File: src/rtl/saa1099_bus_writer_if.sv
// Command-side handshake plus SAA1099 write-port signals of the bus writer.
// The writer itself uses the master modport; the command producer and bus observer use slave.
interface saa1099_bus_writer_if #(
  parameter int FIFO_DEPTH = 8
);
  localparam int LW = $clog2(FIFO_DEPTH) + 1;

  logic          cmd_valid;
  logic          cmd_ready;
  logic [4:0]    cmd_addr;
  logic [7:0]    cmd_data;
  logic [LW-1:0] fifo_level;
  logic          busy;
  logic          cs_n;
  logic          a0;
  logic          wr_n;
  logic [7:0]    dout;

  modport master (
    input  cmd_valid, cmd_addr, cmd_data,
    output cmd_ready, fifo_level, busy, cs_n, a0, wr_n, dout
  );

  modport slave (
    output cmd_valid, cmd_addr, cmd_data,
    input  cmd_ready, fifo_level, busy, cs_n, a0, wr_n, dout
  );
endinterface

File: src/rtl/saa1099_bus_writer.sv
// Queues (register, data) writes and plays them onto the SAA1099 CPU port
// with ce-counted setup/strobe/hold timing, optionally skipping repeated address cycles.
module saa1099_bus_writer #(
  parameter int FIFO_DEPTH = 8,
  parameter int SETUP      = 1,
  parameter int PULSE      = 2,
  parameter int HOLD       = 1,
  parameter bit SKIP_ADDR  = 1'b1
) (
  input  logic                clk_sys,
  input  logic                rst,
  input  logic                ce,
  saa1099_bus_writer_if.master bus
);

  localparam int AW = (FIFO_DEPTH > 1) ? $clog2(FIFO_DEPTH) : 1;
  localparam int LW = $clog2(FIFO_DEPTH) + 1;
  localparam logic [LW-1:0] FULL_LEVEL = LW'(FIFO_DEPTH);
  localparam logic [3:0] SETUP_LAST = 4'(SETUP - 1);
  localparam logic [3:0] PULSE_LAST = 4'(PULSE - 1);
  localparam logic [3:0] HOLD_LAST  = 4'(HOLD - 1);

  typedef enum logic [2:0] {ST_IDLE, ST_SETUP, ST_STROBE, ST_HOLD, ST_GAP} state_t;
  typedef enum logic {PH_DATA, PH_ADDR} phase_t;

  logic [12:0]   fifo_mem [FIFO_DEPTH];
  logic [AW-1:0] wr_ptr;
  logic [AW-1:0] rd_ptr;
  logic [LW-1:0] level;
  logic          full;
  logic          empty;
  logic          push;
  logic          pop;
  logic [4:0]    head_addr;
  logic [7:0]    head_data;

  assign full  = (level == FULL_LEVEL);
  assign empty = (level == '0);
  assign push  = bus.cmd_valid && !full;
  assign {head_addr, head_data} = fifo_mem[rd_ptr];

  always_ff @(posedge clk_sys) begin
    if (push) begin
      fifo_mem[wr_ptr] <= {bus.cmd_addr, bus.cmd_data};
    end
  end

  always_ff @(posedge clk_sys or posedge rst) begin
    if (rst) begin
      wr_ptr <= '0;
      rd_ptr <= '0;
      level  <= '0;
    end else begin
      if (push) begin
        wr_ptr <= wr_ptr + 1'b1;
      end
      if (pop) begin
        rd_ptr <= rd_ptr + 1'b1;
      end
      case ({push, pop})
        2'b10:   level <= level + 1'b1;
        2'b01:   level <= level - 1'b1;
        default: level <= level;
      endcase
    end
  end

  state_t     state, state_nx;
  phase_t     phase, phase_nx;
  logic [3:0] tick_cnt, tick_cnt_nx;
  logic [4:0] last_addr, last_addr_nx;
  logic       last_valid, last_valid_nx;
  logic [4:0] work_addr, work_addr_nx;
  logic [7:0] work_data, work_data_nx;
  logic       cs_n_q, cs_n_nx;
  logic       a0_q, a0_nx;
  logic       wr_n_q, wr_n_nx;
  logic [7:0] dout_q, dout_nx;

  always_ff @(posedge clk_sys or posedge rst) begin
    if (rst) begin
      state      <= ST_IDLE;
      phase      <= PH_DATA;
      tick_cnt   <= '0;
      last_addr  <= '0;
      last_valid <= 1'b0;
      work_addr  <= '0;
      work_data  <= '0;
      cs_n_q     <= 1'b1;
      a0_q       <= 1'b0;
      wr_n_q     <= 1'b1;
      dout_q     <= '0;
    end else begin
      state      <= state_nx;
      phase      <= phase_nx;
      tick_cnt   <= tick_cnt_nx;
      last_addr  <= last_addr_nx;
      last_valid <= last_valid_nx;
      work_addr  <= work_addr_nx;
      work_data  <= work_data_nx;
      cs_n_q     <= cs_n_nx;
      a0_q       <= a0_nx;
      wr_n_q     <= wr_n_nx;
      dout_q     <= dout_nx;
    end
  end

  // Nothing advances without ce, so the bus freezes cleanly while the FIFO keeps filling.
  always_comb begin
    state_nx      = state;
    phase_nx      = phase;
    tick_cnt_nx   = tick_cnt;
    last_addr_nx  = last_addr;
    last_valid_nx = last_valid;
    work_addr_nx  = work_addr;
    work_data_nx  = work_data;
    cs_n_nx       = cs_n_q;
    a0_nx         = a0_q;
    wr_n_nx       = wr_n_q;
    dout_nx       = dout_q;
    pop           = 1'b0;
    if (ce) begin
      unique case (state)
        ST_IDLE: begin
          if (!empty) begin
            pop          = 1'b1;
            work_addr_nx = head_addr;
            work_data_nx = head_data;
            tick_cnt_nx  = '0;
            cs_n_nx      = 1'b0;
            state_nx     = ST_SETUP;
            if (SKIP_ADDR && last_valid && (head_addr == last_addr)) begin
              phase_nx = PH_DATA;
              a0_nx    = 1'b0;
              dout_nx  = head_data;
            end else begin
              phase_nx = PH_ADDR;
              a0_nx    = 1'b1;
              dout_nx  = {3'b000, head_addr};
            end
          end
        end
        ST_SETUP: begin
          if (tick_cnt == SETUP_LAST) begin
            tick_cnt_nx = '0;
            wr_n_nx     = 1'b0;
            state_nx    = ST_STROBE;
          end else begin
            tick_cnt_nx = tick_cnt + 4'd1;
          end
        end
        ST_STROBE: begin
          if (tick_cnt == PULSE_LAST) begin
            tick_cnt_nx = '0;
            wr_n_nx     = 1'b1;
            state_nx    = ST_HOLD;
          end else begin
            tick_cnt_nx = tick_cnt + 4'd1;
          end
        end
        ST_HOLD: begin
          if (tick_cnt == HOLD_LAST) begin
            tick_cnt_nx = '0;
            cs_n_nx     = 1'b1;
            state_nx    = ST_GAP;
            if (phase == PH_ADDR) begin
              last_addr_nx  = work_addr;
              last_valid_nx = 1'b1;
            end
          end else begin
            tick_cnt_nx = tick_cnt + 4'd1;
          end
        end
        ST_GAP: begin
          // a0/dout only move here or in IDLE, i.e. while cs_n is high.
          if (phase == PH_ADDR) begin
            phase_nx    = PH_DATA;
            cs_n_nx     = 1'b0;
            a0_nx       = 1'b0;
            dout_nx     = work_data;
            tick_cnt_nx = '0;
            state_nx    = ST_SETUP;
          end else begin
            state_nx = ST_IDLE;
          end
        end
        default: begin
          state_nx = ST_IDLE;
        end
      endcase
    end
  end

  assign bus.cmd_ready  = !full;
  assign bus.fifo_level = level;
  assign bus.busy       = !empty || (state != ST_IDLE);
  assign bus.cs_n       = cs_n_q;
  assign bus.a0         = a0_q;
  assign bus.wr_n       = wr_n_q;
  assign bus.dout       = dout_q;

endmodule
File: src/flat_wrapper.sv
// flat-port wrapper written by rule: the top's interface ports become plain ports
module saa1099_bus_writer_flat 
#(
  parameter int FIFO_DEPTH = 8,
  parameter int SETUP      = 1,
  parameter int PULSE      = 2,
  parameter int HOLD       = 1,
  parameter bit SKIP_ADDR  = 1'b1
)
  (clk_sys, rst, ce, bus_cmd_valid, bus_cmd_addr, bus_cmd_data, bus_cmd_ready, bus_fifo_level, bus_busy, bus_cs_n, bus_a0, bus_wr_n, bus_dout);
  saa1099_bus_writer_if #(.FIFO_DEPTH(FIFO_DEPTH)) bus_i ();
  input  logic clk_sys;
  input  logic rst;
  input  logic ce;
  input wire logic [$bits(bus_i.cmd_valid)-1:0] bus_cmd_valid;
  input wire logic [$bits(bus_i.cmd_addr)-1:0] bus_cmd_addr;
  input wire logic [$bits(bus_i.cmd_data)-1:0] bus_cmd_data;
  output wire logic [$bits(bus_i.cmd_ready)-1:0] bus_cmd_ready;
  output wire logic [$bits(bus_i.fifo_level)-1:0] bus_fifo_level;
  output wire logic [$bits(bus_i.busy)-1:0] bus_busy;
  output wire logic [$bits(bus_i.cs_n)-1:0] bus_cs_n;
  output wire logic [$bits(bus_i.a0)-1:0] bus_a0;
  output wire logic [$bits(bus_i.wr_n)-1:0] bus_wr_n;
  output wire logic [$bits(bus_i.dout)-1:0] bus_dout;
  assign bus_i.cmd_valid = bus_cmd_valid;
  assign bus_i.cmd_addr = bus_cmd_addr;
  assign bus_i.cmd_data = bus_cmd_data;
  assign bus_cmd_ready = bus_i.cmd_ready;
  assign bus_fifo_level = bus_i.fifo_level;
  assign bus_busy = bus_i.busy;
  assign bus_cs_n = bus_i.cs_n;
  assign bus_a0 = bus_i.a0;
  assign bus_wr_n = bus_i.wr_n;
  assign bus_dout = bus_i.dout;
  saa1099_bus_writer #(.FIFO_DEPTH(FIFO_DEPTH), .SETUP(SETUP), .PULSE(PULSE), .HOLD(HOLD), .SKIP_ADDR(SKIP_ADDR)) u_core (.clk_sys(clk_sys), .rst(rst), .ce(ce), .bus(bus_i));
endmodule
File: config.mk
export PLATFORM = sky130hd
export DESIGN_NAME = saa1099_bus_writer_flat
export DESIGN_NICKNAME = d
export VERILOG_FILES = /design/src/rtl/saa1099_bus_writer_if.sv /design/src/rtl/saa1099_bus_writer.sv /design/src/flat_wrapper.sv
export SDC_FILE = /design/constraint.sdc
export NUM_CORES = 1
export LEC_CHECK = 0
export CORE_UTILIZATION = 40
export CTS_CLUSTER_DIAMETER = 50
export DETAILED_ROUTE_END_ITERATION = 6
export GPL_ROUTABILITY_DRIVEN = 0
export PLACE_DENSITY_LB_ADDON = 0.12
export SLEW_MARGIN = 20
export SYNTH_ARGS = -nofsm -noshare
export SYNTH_HDL_FRONTEND = slang
export SYNTH_SLANG_ARGS = --single-unit
File: constraint.sdc
create_clock -name clk_sys -period 4.07 [get_ports clk_sys]
set_input_delay 0.407 -clock clk_sys [delete_from_list [all_inputs] [get_ports clk_sys]]
set_output_delay 0.407 -clock clk_sys [all_outputs]
set_load 0.1 [all_outputs]
# Word-level counts from Yosys, hierarchy flattened
# Memory sizes are Yosys's and may differ from the RTL's.
# Cells that the tools add are included.
[word_totals]
regBits = 48
latch_bits = 0
ram_bits = 104
rom_bits = 0
in_bits = 17
output_inout_bits = 17
elab_cells = 90
n_memories = 1
[op_classes]
addsub = 5
n_mul = 0
div_mod_pow = 0
order_cmp = 0
eq_ne = 14
n_shift = 0
n_mux = 32
n_bitwise = 1
n_reduce_logical = 23
[mem_list]
columns = ["memory", "words", "width", "read_ports", "rd_ports_with_merged_regs", "wr", "line_no", "text"]
rows = [
  ["u_core.fifo_mem", 8, 13, 1, 0, 1, "saa1099_bus_writer.sv:26", "logic [12:0] fifo_mem [FIFO_DEPTH];"],
]
[op_table]
columns = ["operator", "n"]
rows = [
  ["2-to-1 mux 8 bit", 3],
  ["2-to-1 mux 4 bit", 4],
  ["one-hot mux 4 bit (4 select lines)", 1],
  ["one-hot mux 8 bit (2 select lines)", 1],
  ["AND reduction 4 bit", 4],
  ["one-hot mux 3 bit (5 select lines)", 1],
  ["2-to-1 mux 1 bit", 13],
  ["2-to-1 mux 3 bit", 4],
  ["AND reduction 5 bit", 2],
  ["adder 4 x 1 -> 4 bit (second input constant)", 2],
  ["zero test 4 bit", 2],
  ["inequality test 2 x 1 -> 1 bit (second input constant)", 4],
  ["one-hot mux 4 bit (2 select lines)", 1],
  ["adder 3 x 1 -> 3 bit (second input constant)", 2],
  ["== test 3 x 2 -> 1 bit (second input constant)", 2],
  ["one-hot mux 1 bit (2 select lines)", 3],
  ["AND reduction 3 bit", 2],
  ["nonzero test 2 bit", 3],
  ["nonzero test 3 bit", 2],
  ["== test 5 bit", 1],
  ["== test 4 x 1 -> 1 bit (second input constant)", 1],
  ["== test 4 bit (second input constant)", 1],
  ["nonzero test 4 bit", 1],
  ["subtractor 4 x 1 -> 4 bit (second input constant)", 1],
  ["12 further kinds", 14],
]

# Depth between registers and ports, before layout
# Gate-level depths: netlist of run 1.
[depth]
ltp_word = 6
depth_mapped = 13
ltp_nobuf = 10

# Worst setup path before layout of run 1
# No wires, ideal clock.
[synth_timing]
kind = "register to register"
startpoint = "register u_core.level[1], in the netlist u_core.bus.fifo_level[1]"
endpoint = "memory u_core.fifo_mem[0][0], enable pin"
setup_ns = 0.400
arrival_time_ns = 3.587
t_required_ns = 3.670
slack_ns = 0.084
path_stages_with_launch = 7
n_path_buf = 1
period_less_slack_ns = 3.986
cell_sequence = "dfrtp_1 > clkbuf_1 > nor3_1 > nand2_1 > nand2_1 > or2_2 > nor3_1"
[synth_between]
elab_chain_cells = 5
[synth_rtl]
columns = ["item", "line_no", "text"]
rows = [
  ["start: declaration", "saa1099_bus_writer.sv:29", "logic [LW-1:0] level;"],
  ["start signal: assignment", "saa1099_bus_writer.sv:61", "2'b10: level <= level + 1'b1;"],
  ["start signal: assignment", "saa1099_bus_writer.sv:62", "2'b01: level <= level - 1'b1;"],
  ["start signal: assignment", "saa1099_bus_writer.sv:63", "default: level <= level;"],
  ["== test 4 bit", "saa1099_bus_writer.sv:37", "assign full = (level == FULL_LEVEL);"],
  ["zero test 1 bit", "n/a", ""],
  ["via bus_cmd_ready", "flat_wrapper.sv:18", "output wire logic [$bits(bus_i.cmd_ready)-1:0] bus_cmd_ready;"],
  ["logical AND 1 bit", "saa1099_bus_writer.sv:39", "assign push = bus.cmd_valid && !full;"],
  ["2-to-1 mux 1 bit", "saa1099_bus_writer.sv:43", "if (push) begin"],
  ["2-to-1 mux 1 bit (implied by the code)", "saa1099_bus_writer.sv:44", "fifo_mem[wr_ptr] <= {bus.cmd_addr, bus.cmd_data};"],
  ["end: declaration", "saa1099_bus_writer.sv:26", ""],
]
# The timed path passes the listed nets, and every way through them passes these cells.

# Worst setup path in the final report of run 1
[layout_timing]
startpoint = "register u_core.state[2]"
endpoint = "output bus_busy"
[layout_between]
elab_chain_cells = 2
[layout_rtl]
columns = ["item", "line_no", "text"]
rows = [
  ["start: declaration", "saa1099_bus_writer.sv:68", "state_t state, state_nx;"],
  ["start signal: assignment", "saa1099_bus_writer.sv:94", "state <= state_nx;"],
  ["nonzero test 3 bit", "saa1099_bus_writer.sv:196", "assign bus.busy = !empty || (state != ST_IDLE);"],
  ["logical OR 1 bit", "saa1099_bus_writer.sv:196", ""],
  ["end: declaration", "flat_wrapper.sv:20", "output wire logic [$bits(bus_i.busy)-1:0] bus_busy;"],
]
# Every way passes these cells.

==> results.md, run 1 <==
- Syn. warnings: 0
- Via density: 5.09
- Post-DP HPWL: 7.92 mm
- Initial DRC Count: 178
- I/O pin count: 34
- Syn Nets: 441
- DRT Pass-1 Iters: 4
- Final Critical Period: 3.09 ns
- Clock skew: 0.00833 ns
- Number of global-route vias before repair: 3485
- RSZ-0062 raised after global routing: no
- Fillcell total: 1305
- Post-synth EDFFs: 104
- Post-CTS setup buffers: 0
- Layout cell share with drive strength beyond 1: 18.1%
- Avg Cell Area, Syn: 15.3 sq um
- Yosys cell types: 52
- Clk buf depth: 2
- Hold Vio Cnt, Final: 0
- Via count: 3498
- Worst min-delay path category: in2async
- Antenna Nets Post-Route: 0
- Most frequent cells in the layout: 104 x edfxtp_1, 46 x dfrtp_1, 38 x nand2_1
- Final setup margin: 0.981 ns
- Final setup violation count: 0
- Clk pwr share: 25.6%
- Min Hold Slack: 0.448 ns
- CP max FO: 11
- NetSw: 2370 uW
- Initial Util: 41.4%
- Crit Path Category: reg2out
- Drt drc: 0
- Sequential share of power: 37.0%
- CP Capture Type: output pin
- Wire length per cell: 17.9 um
- WL final: 12.3 mm
- Nets: 488
- Global-route wire length before repair: 19.7 mm
- Sequential fraction of the synthesis area: 68.0%
- Setup TNS: 0 ns
- Max-cap viol count: 0
- Die area: 16400 sq um
- CTS tree: yes
- Grt total ovfl: 0
- Diode count: 0
- Clock Latency Late Sink: 0.42 ns
- Comb pwr share: 37.4%
- Synth Flop Type: edfxtp_1
- Die height: 128 um
- Row count: 45
- Root buf cell: clkbuf_16
- Final Slew Violations: 0
- Leading cell type in the layout, fill and taps excluded: edfxtp_1
- Core area: 15400 sq um
- Hold Buf Count CTS: 0
- Type of element launching the critical path: flip-flop
- Achievable Freq: 324 MHz
- Gr usage total: 16.7%
- Worst-Margin Slew: 0.986 ns
- I/O Buffers: 33
- Fraction of registers with async set/reset: 31.6%
- Pin count of the biggest net entering global routing: 49
- Cell Int Power: 3870 uW
- Lkg Pwr: 0.00273 uW
- CTS Buf Count: 17
- Post-place setup slack: 1.30 ns
- Status: completed
- Mapped cell area: 6370 sq um
- Area Overhead vs Synth: 19.1%
- Tcrit/Tclk final: 75.9%
- Post-CTS Resized: 0
- Sw Ratio: 38.0%
- Required @ worst endpoint: 3.66 ns
- #FFs+latches synth: 152
- VDD IR max: 0.000442 V
- Pwr/cell area: 823 nW/um^2
- CTS sink cnt: 152
- Mapped Cells: 416
- Reg clk slew, reported paths: 0.06 ns
- Die boundary width: 128 um
- Relative slew slack: 34.1%
- Arr. time, crit path: 2.68 ns
- H-tree depth: 4
- Initial antenna violation count: 0
routing by layer:
metal / up-vias / part of all wire (%) / track usage [%]
met5: - / 0 / 0
met4: 0 / 1.2 / 5.19
met3: 15 / 3.7 / 4.67
met2: 69 / 48 / 27.0
met1: 1736 / 47 / 21.9
li1: 1678 / - / -
power by group through the flow:
| stage | logic [uW] | registers [uW] | clock network [uW] |
|---|---|---|---|
| after floorplan | 1390 | 2710 | 0 |
| after global placement | 2350 | 2330 | 0 |
| after detailed placement | 2370 | 2340 | 0 |
| after CTS | 2370 | 2310 | 1630 |
| after global routing | 2550 | 2360 | 1690 |
| final | 2340 | 2310 | 1600 |
worst max-delay path, stage by stage (launching register included):
cell             delay, ns
dfrtp_1               0.55
clkinv_1              0.34
nand3_1               0.22
clkdlybuf4s50_1       1.16
synth_stat cells, types with 2 or more instances:
master	number	area share (%)
a211oi_1	4	0.47
a21oi_1	14	1.1
a22o_1	2	0.28
a31oi_1	2	0.20
and3_1	2	0.20
and4_1	3	0.41
buf_2	7	0.55
buf_6	2	0.35
clkbuf_1	7	0.41
dfrtp_1	46	18
dfstp_2	2	0.83
edfxtp_1	104	49
ha_1	8	1.6
inv_1	5	0.29
mux2_2	9	1.6
mux2i_1	11	1.7
mux4_1	3	1.2
mux4_2	21	7.4
nand2_1	38	2.2
nand2b_1	5	0.49
nand3_1	8	0.63
nor2_1	30	1.8
nor2b_1	9	0.88
nor3_1	9	0.71
nor4b_1	2	0.28
o21a_1	6	0.71
o21ai_0	20	1.6
o31ai_1	3	0.35
xnor2_1	7	0.96
xor2_1	5	0.69
worst paths after layout:
check                                               from  slack, ns                       end  cells after the start
min in group clk_sys                     u_core.bus.cs_n       0.47           u_core.bus.cs_n                      2
worst max-delay path                     u_core.state[2]       0.98                  bus_busy                      3
max in group asynchronous                            rst       3.08       u_core.work_data[5]                      2
worst max register to register  u_core.bus.fifo_level[2]       1.28  u_core.bus.fifo_level[2]                     11
worst min register to register           u_core.bus.cs_n       0.47           u_core.bus.cs_n                      2
worst min-delay path                                 rst       0.45  u_core.bus.fifo_level[0]                      2
sequential cells by signal, summed over array words and instances, names as in the netlist:
name                   cells
u_core.work_addr           5
u_core.bus.fifo_level      4
u_core.bus.dout            8
u_core.rd_ptr              3
u_core.bus.wr_n            1
u_core.bus.a0              1
u_core.state               3
u_core.bus.cs_n            1
u_core.last_valid          1
u_core.phase               1
u_core.last_addr           5
u_core.tick_cnt            4
u_core.wr_ptr              3
u_core.work_data           8
u_core.fifo_mem          104
cells by family after synthesis:
group,Yosys count,share of synthesized area [%]
AND/OR/NAND/NOR,116,8.94
multiplexers,45,12.3
buffers and inverters,24,1.81
flip-flops,152,68.0
XOR/XNOR,12,1.65
AO/OA/AOI/OAI,59,5.74
adder cells (fa/ha/maj),8,1.57
final cells by class:
cell class | instances | area [sq um] | area share [%]
flip-flops and latches | 152 | 4330 | 57.1
multi-input cells | 240 | 1940 | 25.6
clock inverters | 13 | 168 | 2.21
well taps | 211 | 264 | 3.48
inverters | 7 | 28.8 | 0.379
repair buffers | 45 | 420 | 5.54
clock buffers | 19 | 433 | 5.71
metrics by stage:
step / area (sq um) / std cells / util [%] / total power, uW
finish: 7580 / 687 / 49.3 / 6240
global route: 7580 / 687 / 49.3 / 6590
detailed placement: 6980 / 655 / 45.4 / 4710
floorplan: 6370 / 416 / - / 4100
CTS: 7580 / 687 / 49.3 / 6320
global placement: 6980 / 655 / 45.4 / 4680
Note: power is estimated with default switching activity, not from simulation.
==> run 2, diff against run 1 <==
- clock period: 4.07 -> 2.75 ns (I/O delays scaled with it)
==> results.md, run 2 (synthesis results as in run 1) <==
- Layout cell share with drive strength beyond 1: 25.2% (+7.1 points)
- Grt total ovfl: 0 (unchanged)
- Drt drc: 1 (+1)
- Gr usage total: 17.5% (+0.75 points)
- Initial antenna violation count: 0 (unchanged)
- Max incr delay on CP: 0.64 ns (-0.52 ns)
- Met3 WL post-DR: 452 um (-1.1%)
- Hold Buf Count CTS: 0 (unchanged)
- Achievable Freq: 406 MHz
- Row count: 45 (unchanged)
- Final setup violation count: 0 (unchanged)
- Top reg by flops: u_core.fifo_mem
- Fillcell total: 1330 (+1.9%)
- WL final: 13.1 mm (+6.0%)
- Post-CTS setup buffers: 0 (unchanged)
- Worst Setup SP: u_core.rd_ptr[0]
- Worst path bufs/invs: 0 (-2)
- Antenna Nets Post-Route: 0 (unchanged)
- Pin count of the biggest net entering global routing: 34 (-31%)
- Worst r2r src: u_core.rd_ptr[0]
- Lkg Pwr: 0.00279 uW (+2.1%)
- Final Critical Period: 2.46 ns
- H-tree depth: 4 (unchanged)
- Worst min-delay path category: in2async
- Arr. time, crit path: 2.77 ns (+0.09 ns)
- Required @ worst endpoint: 3.06 ns (-0.60 ns)
- Die area: 16400 sq um (unchanged)
- Number of global-route vias before repair: 3553 (+2.0%)
- CP Capture Type: flip-flop
- Relative slew slack: 53.0% (+19 points)
- Via density: 5.14 (+0.95%)
- Leading cell type in the layout, fill and taps excluded: edfxtp_1
- Tcrit/Tclk final: 89.5%
- Met2 WL: 6.61 mm (+11%)
- Reg area: 4340 sq um (+0.23%)
- CTS Buf Count: 17 (unchanged)
- Max-cap viol count: 0 (unchanged)
- Root buf cell: clkbuf_16
- Initial Util: 41.4% (unchanged)
- Worst-Margin Slew: 0.705 ns (-0.282 ns)
- Crit-path cells: mux4_1 -> mux2i_4 -> xor2_1 -> and4b_1 -> nand3_4 -> a22o_1
- Status: finished, violations left
- Nets: 501 (+2.7%)
- I/O Buffers: 33 (unchanged)
- CTS sink cnt: 152 (unchanged)
- Sequential share of power: 37.1% (about the same)
- Clock skew: 0.00728 ns (-0.00105 ns)
- Max reg flops: 104 (unchanged)
- Post-CTS Resized: 0 (unchanged)
- Most frequent cells in the layout: 104 x edfxtp_1, 42 x buf_4, 42 x dfrtp_1
- Die boundary width: 128 um (unchanged)
- Reg clk slew, reported paths: 0.06 ns (about the same)
- Crit path max-delay family: multiplexers
- Final Slew Violations: 0 (unchanged)
- Type of element launching the critical path: flip-flop
- Global-route wire length before repair: 20.5 mm (+3.7%)
- Core area: 15400 sq um (unchanged)
- Min Hold Slack: 0.282 ns (-0.165 ns)
- Area Overhead vs Synth: 20.0%
- Multi-input gate area: 1970 sq um (+1.2%)
- Met1 wire length: 5.84 mm (+1.2%)
- DRT Pass-1 Iters: 7 (+3)
- Cells after DPL: 668 (+2.0%)
- Clk buf depth: 2 (unchanged)
- Pwr/cell area: 1210 nW/um^2 (+47%)
- CTS tree: yes
- RSZ-0062 raised after global routing: no
- Cell Int Power: 5700 uW (+47%)
- Via count: 3598 (+2.9%)
- VDD IR max: 0.000568 V (+29%)
- Hold Vio Cnt, Final: 0 (unchanged)
- Uppermost layer routed: met4
- Slowest library cell on the worst path: mux4_1
- Die height: 128 um (unchanged)
- Diode count: 0 (unchanged)
- Post-DP HPWL: 8.37 mm (+5.7%)
- CP max FO: 9 (-2)
- NetSw: 3580 uW (+51%)
- Number of non-filler instances in the completed layout: 700 (+1.9%)
- Clock Latency Late Sink: 0.42 ns (about the same)
- Wire length per cell: 18.6 um (+4.1%)
- I/O pin count: 34 (unchanged)
- Sw Ratio: 38.6% (+0.57 points)
- Clk pwr share: 24.4% (-1.2 points)
- Crit Path Category: reg2reg
- Initial DRC Count: 239 (+34%)
- Comb pwr share: 38.4% (+1.0 points)
- Failing checks: DRC
## run 2: area by class of cell
cell class                 count  share of cell area (%)
clock buffer                  17                    5.57
clock inverter                15                    1.93
inverter                       7                   0.360
multi-input combinational    240                    25.7
sequential                   152                    56.7
tap                          211                    3.45
timing repair buffer          58                    6.22
## run 2: worst reg2reg max path, cell delays in order, from the launching register on
cell	delay, ns
dfrtp_1	0.48
mux4_1	0.64
mux2i_4	0.20
xor2_1	0.19
and4b_1	0.45
nand3_4	0.15
a22o_1	0.25
## run 2: final timing paths
path,cells after the start,slack (ns),endpoint
hold reg to reg,2,0.46,u_core.bus.cs_n
max in group asynchronous,3,1.79,u_core.bus.wr_n
min in group clk_sys,2,0.46,u_core.bus.cs_n
hold / removal,2,0.28,u_core.bus.fifo_level[2]
setup reg to reg,6,0.29,u_core.phase
setup / recovery,6,0.29,u_core.phase
## run 2: metrics by stage
| stage | cell area [sq um] | setup TNS (ns) | setup WS, ns | util, % | total power (uW) |
|---|---|---|---|---|---|
| global route | 7640 | 0 | 0.0658 | 49.7 | 9770 |
| floorplan | 6460 | -6.96 | -0.184 | - | 6170 |
| detailed placement | 7070 | 0 | 0.297 | 46.0 | 7090 |
| CTS | 7640 | 0 | 0.289 | 49.7 | 9360 |
| global placement | 7070 | 0 | 0.331 | 46.0 | 7020 |
| finish | 7640 | 0 | 0.290 | 49.7 | 9270 |
## run 2: per-layer routing
metal  GRT usage (%)  up-vias
li1                -     1697
met1            21.9     1823
met2            29.3       66
met3            3.88       12
met4            7.13        0
met5               0        -
## run 2: power by group through the flow
stage | registers (uW) | clock network [uW] | logic, uW
CTS | 3450 | 2300 | 3610
detailed placement | 3490 | 0 | 3600
finish | 3440 | 2270 | 3560
global placement | 3470 | 0 | 3560
global route | 3520 | 2400 | 3840
floorplan | 4030 | 0 | 2140
